### src/rtl/dsp_carry_normalizer.sv
// dsp_carry_normalizer
//
// Normalizes the stream of double-width DSP58 multiply-accumulate results in
// the FIOS Montgomery datapath. Each accepted result is added to the running
// carry. The low WORD_WIDTH bits go out as a result word, and the high part
// becomes the next carry. After WORD_COUNT results, one final carry word is
// emitted. It is tagged with last_o, and overflow_o shows whether the carry
// needed its extra bit.
//
// Ports:
//   clock_i       rising-edge clock
//   reset_i       asynchronous, active-high reset
//   start_i       begins an operand (honoured only while idle)
//   P_i           DSP result, 2*WORD_WIDTH bits
//   P_valid_i     P_i is valid this cycle
//   word_o        normalized result word (holds between valid pulses)
//   word_valid_o  word_o is valid (single-cycle pulse)
//   last_o        final carry word marker
//   overflow_o    final carry did not fit in WORD_WIDTH bits
//   busy_o        an operand is in progress
//
// Build option: define CARRY_NORM_OUT_REG_EN to add a second output register
// stage. This raises the latency from 1 to 2 cycles. With the extra stage,
// busy_o stays high until the delayed last_o is presented.

module dsp_carry_normalizer #(
    parameter int WORD_WIDTH = 23,
    parameter int WORD_COUNT = 4
) (
    input  logic                    clock_i,
    input  logic                    reset_i,
    input  logic                    start_i,
    input  logic [2*WORD_WIDTH-1:0] P_i,
    input  logic                    P_valid_i,
    output logic [WORD_WIDTH-1:0]   word_o,
    output logic                    word_valid_o,
    output logic                    last_o,
    output logic                    overflow_o,
    output logic                    busy_o
);

    localparam int CNT_W = (WORD_COUNT > 1) ? $clog2(WORD_COUNT) : 1;
    localparam logic [CNT_W-1:0] CNT_LAST = CNT_W'(WORD_COUNT - 1);

    typedef enum logic [1:0] {
        IDLE  = 2'd0,
        RUN   = 2'd1,
        FLUSH = 2'd2
    } state_t;

    state_t                  state_q, state_d;
    logic [WORD_WIDTH:0]     carry_q, carry_d;
    logic [CNT_W-1:0]        cnt_q, cnt_d;
    logic [2*WORD_WIDTH:0]   sum;

    // First output register stage.
    logic [WORD_WIDTH-1:0]   word_q, word_d;
    logic                    valid_q, valid_d;
    logic                    last_q, last_d;
    logic                    ovf_q, ovf_d;
    logic                    busy_q, busy_d;

    always_comb begin
        // NOTE: every variable gets a default before the case so that no path
        // leaves one unassigned, which would otherwise infer a latch.
        state_d = state_q;
        carry_d = carry_q;
        cnt_d   = cnt_q;
        word_d  = word_q;     // word_o holds its value between valid pulses
        valid_d = 1'b0;
        last_d  = 1'b0;
        ovf_d   = 1'b0;

        // Zero-extend both operands to 2*WORD_WIDTH+1 bits so the carry-out
        // of the top bit is kept.
        sum = {1'b0, P_i} + {{WORD_WIDTH{1'b0}}, carry_q};

        unique case (state_q)
            IDLE: begin
                if (start_i) begin
                    carry_d = '0;
                    cnt_d   = '0;
                    state_d = RUN;
                end
            end
            RUN: begin
                if (P_valid_i) begin
                    word_d  = sum[WORD_WIDTH-1:0];
                    valid_d = 1'b1;
                    // The upper part is exactly WORD_WIDTH+1 bits wide.
                    // Well-formed operands never need more than that.
                    carry_d = sum[2*WORD_WIDTH:WORD_WIDTH];
                    cnt_d   = cnt_q + CNT_W'(1);
                    if (cnt_q == CNT_LAST) begin
                        state_d = FLUSH;
                    end
                end
            end
            FLUSH: begin
                word_d  = carry_q[WORD_WIDTH-1:0];
                valid_d = 1'b1;
                last_d  = 1'b1;
                ovf_d   = carry_q[WORD_WIDTH];
                state_d = IDLE;
            end
            default: begin
                state_d = IDLE;
            end
        endcase

`ifdef CARRY_NORM_OUT_REG_EN
        // Stay busy for one more cycle while the delayed last word drains.
        busy_d = (state_d != IDLE) || (state_q == FLUSH);
`else
        busy_d = (state_d != IDLE);
`endif
    end

    // NOTE: sequential state uses non-blocking assignments only, so every
    // register samples the pre-edge values regardless of statement order.
    always_ff @(posedge clock_i or posedge reset_i) begin
        if (reset_i) begin
            state_q <= IDLE;
            carry_q <= '0;
            cnt_q   <= '0;
            word_q  <= '0;
            valid_q <= 1'b0;
            last_q  <= 1'b0;
            ovf_q   <= 1'b0;
            busy_q  <= 1'b0;
        end else begin
            state_q <= state_d;
            carry_q <= carry_d;
            cnt_q   <= cnt_d;
            word_q  <= word_d;
            valid_q <= valid_d;
            last_q  <= last_d;
            ovf_q   <= ovf_d;
            busy_q  <= busy_d;
        end
    end

`ifdef CARRY_NORM_OUT_REG_EN
    // Second output register stage.
    logic [WORD_WIDTH-1:0] word_r2;
    logic                  valid_r2;
    logic                  last_r2;
    logic                  ovf_r2;

    always_ff @(posedge clock_i or posedge reset_i) begin
        if (reset_i) begin
            word_r2  <= '0;
            valid_r2 <= 1'b0;
            last_r2  <= 1'b0;
            ovf_r2   <= 1'b0;
        end else begin
            word_r2  <= word_q;
            valid_r2 <= valid_q;
            last_r2  <= last_q;
            ovf_r2   <= ovf_q;
        end
    end

    assign word_o       = word_r2;
    assign word_valid_o = valid_r2;
    assign last_o       = last_r2;
    assign overflow_o   = ovf_r2;
`else
    assign word_o       = word_q;
    assign word_valid_o = valid_q;
    assign last_o       = last_q;
    assign overflow_o   = ovf_q;
`endif

    assign busy_o = busy_q;

endmodule
### config.mk
export PLATFORM = sky130hd
export DESIGN_NAME = dsp_carry_normalizer
export DESIGN_NICKNAME = d
export VERILOG_FILES = /design/src/rtl/dsp_carry_normalizer.sv
export SDC_FILE = /design/constraint.sdc
export NUM_CORES = 1
export LEC_CHECK = 0
export ABC_CLOCK_PERIOD_IN_PS = 3500
export CELL_PAD_IN_SITES_DETAIL_PLACEMENT = 1
export CELL_PAD_IN_SITES_GLOBAL_PLACEMENT = 1
export CORE_ASPECT_RATIO = 0.8
export CORE_MARGIN = 2
export CORE_UTILIZATION = 39
export CTS_BUF_LIST = sky130_fd_sc_hd__clkbuf_16
export CTS_CLUSTER_SIZE = 12
export DETAILED_ROUTE_END_ITERATION = 16
export PLACE_DENSITY_LB_ADDON = 0.08
export SLEW_MARGIN = 10
export SYNTH_ARGS = -nofsm -noshare
export SYNTH_HDL_FRONTEND = slang
export SYNTH_SLANG_ARGS = --single-unit
### constraint.sdc
create_clock -name clock_i -period 3.5 [get_ports clock_i]
set_input_delay 0.7 -clock clock_i [delete_from_list [all_inputs] [get_ports clock_i]]
set_output_delay 0.7 -clock clock_i [all_outputs]
set_load 0.05 [all_outputs]
==> impl_metrics.tcl <==
set metrics [dict create \
    drive_above_1_share_pct 10.3 \
    synth_area_leaders "dfrtp_1, ha_1, a21oi_1" \
    synth_cell_types 62 \
    start_util_pct 40.7 \
    area_delta_synth_final_pct 30.4 \
    syn_area_per_cell_um2 8.67 \
    drv_cap 0 \
    slew_violations 0 \
    finClkSkew_ns 0.00914 \
    multi_input_area_um2 2460 \
    hold_path.class "reg -> reg" \
    h-tree-depth 2 \
    firstDrtPassIters 4 \
    antenna_found_initial 0 \
    grt_pass1_vias 3967 \
    synth_ff_type "dfrtp_1" \
    met2_usage_pct 39.6 \
    hold_path.startpoint "word_o[0]" \
    drt_wl_total_mm 13.0 \
    cts_root_buf "clkbuf_16" \
    ys.warnings.count 0 \
    path_clk_slew_ns 0.08 \
    period_needed_ns 3.41 \
    required_ns 3.74 \
    cts_hold_buf 0 \
    insertion_delay_ns 0.31 \
    setup_viol 0 \
    synth_most_common_cell "nand2_1" \
    place_congestion 0.886 \
    cts_tree "yes" \
    grt_pass1_wl_mm 20.8 \
    placedCellCount 681 \
    max_freq_mhz 293 \
    ios 77 \
    seq_area_frac_synth_pct 34.7 \
    start_kind "input port" \
    arrival_ns 3.65 \
    met1_usage_pct 35.1 \
    ir_drop_uv 271 \
    chipHeight_um 94.3 \
    worstMarginPinSlew_ns 1.16 \
    cts_sinks 55 \
    rsz0062_at_grt "false" \
    core_um2 9770 \
    rows 32 \
    antenna_cells 0 \
    synth_top_area_cell "dfrtp_1" \
    r2r_start "carry_q[0]" \
    yosysTopAreaCellShare_pct 34.7 \
    synthArstFlopShare_pct 100 \
    seq_area_um2 1380 \
    fp.dieArea_um2 11000 \
    detail-route-antenna-nets 0 \
    hold_slack_ns 0.500 \
    synth_area_um2 3970 \
    grt_util_met3_pct 3.87 \
    vias 3839 \
    postLayoutCellArea_um2 5180 \
    viasPerCell 5.57 \
    synth_edf_count 0 \
    grt_max_degree 31 \
    timing.setup.critical_path_class "in -> reg" \
    wl_per_cell_um 18.8 \
    stdcell_count 689 \
    grt_overflow_total 0 \
    synth.net_count 537 \
    syn_inst 458 \
    cts_made_buffers 5 \
    worst-path-max-fanout 10 \
    relSlewSlack_pct 22.4 \
    p_per_area_nw_per_um2 889 \
    clockBufferDepth 2 \
    top_usage_layer "met2" \
    outcome "finished, final reports clean" \
    startpoint "P_i[0]" \
    fp.dieW_um 117 \
    ys_ff_latch 55 \
    netlist_top_cells_count "nand2_1, dfrtp_1, a21oi_1" \
    finalHoldViolations 0 \
    cts_setup_buffers 0 \
    dp_hpwl_mm 10.2 \
    fin_crit_sh_pct 97.4 \
    nets 631 \
    drt_iter0_markers 165 \
    gr-usage-all-layers_pct 24.7 \
    critPathCaptureType "register" \
    fillers 1200 \
    drc 0 \
    placedInstanceArea_um2 5010 \
    p_leak_uw 0.00230 \
    numPortBuffers 76 \
]
==> worst max-delay path, stage by stage <==
cell and delay (ns):
clkdlybuf4s50_1 0.47, ha_1 0.18, inv_1 0.06, fa_2 0.35
nand2b_4 0.17, a211oi_4 0.26, o211a_4 0.21, a31oi_4 0.09
o211a_4 0.24, or2_4 0.30, or4_1 0.52, nand3_1 0.10
==> final timing paths <==
| path | end | slack (ns) | cells after the start |
|---|---|---|---|
| max | carry_q[9] | 0.09 | 12 |
| min | word_o[0] | 0.50 | 2 |
| max reg2reg | carry_q[9] | 0.50 | 11 |
| min reg2reg | word_o[0] | 0.50 | 2 |
| max in group asynchronous | word_o[22] | 2.28 | 3 |
| min in group asynchronous | word_o[1] | 0.59 | 2 |
==> cell usage in the layout, fill, tap and decap left out, types with 4 or more instances in the layout <==
cell / n
a211o_1: 6
a21o_1: 8
a21oi_1: 48
a31oi_1: 5
and2_1: 4
and3_1: 5
buf_4: 29
clkbuf_16: 5
clkdlybuf4s50_1: 76
dfrtp_1: 55
ha_1: 28
inv_1: 12
mux2i_1: 7
nand2_1: 56
nand3_1: 19
nand4_1: 6
nor2_1: 31
nor3_1: 7
nor4b_1: 4
o21ai_0: 39
or3_1: 4
or4_1: 6
xnor2_1: 23
xor2_1: 7
==> sequential cells by signal, indices dropped and copies added (netlist names) <==
signal	count
carry_q	24
word_o	23
cnt_q	2
state_q	2
busy_o	1
last_o	1
overflow_o	1
word_valid_o	1
==> layout make-up <==
type / count / area share, %
Timing Repair Buffer: 105 / 18.9
Multi-Input combinational cell: 372 / 47.4
Inverter: 13 / 0.942
Tap cell: 136 / 3.29
Clock buffer: 5 / 2.42
Clock inverter: 3 / 0.459
Sequential cell: 55 / 26.6
==> stage by stage <==
stage                     setup WS (ns)  utilization, %  TNS (ns)  total power [µW]
after CTS                        0.0148            53.0         0              4620
after global routing            0.00165            53.0         0              4950
after floorplan                   0.254               -         0              3080
after detailed placement         -0.408            51.3     -2.84              4040
final                            0.0899            53.0         0              4600
after global placement           -0.297            51.3     -1.61              3930
==> cells by family after synthesis <==
| group | count (synthesis) | synth area share [%] |
|---|---|---|
| multiplexers | 7 | 1.76 |
| buffers and inverters | 31 | 4.10 |
| flip-flops | 55 | 34.7 |
| adder cells (fa/ha/maj) | 29 | 9.33 |
| XOR/XNOR | 30 | 6.62 |
| AO/OA/AOI/OAI | 142 | 23.1 |
| AND/OR/NAND/NOR | 164 | 20.4 |
==> power breakdown <==
| part | total (µW) | switching (µW) | leakage [µW] | internal, µW |
|---|---|---|---|---|
| combinational | 2910 | 1750 | 0.00155 | 1160 |
| clock | 537 | 266 | 0.0000734 | 271 |
| sequential | 1160 | 246 | 0.000681 | 912 |
| total | 4600 | 2260 | 0.00230 | 2340 |
==> repair_timing <==
item	4_1_cts	5_1_grt
endpoints found under the hold margin	0	0
endpoints found under the setup margin	4	5
gates resized for setup	3	2
pin swaps	1	1
==> metal layers <==
layer | vias up | part of all wire [%]
li1 | 1862 | -
met4 | 0 | 1.0
met3 | 14 | 4.8
met2 | 86 | 46
met1 | 1877 | 48
met5 | - | 0
Note: power is estimated with default switching activity, not from simulation.
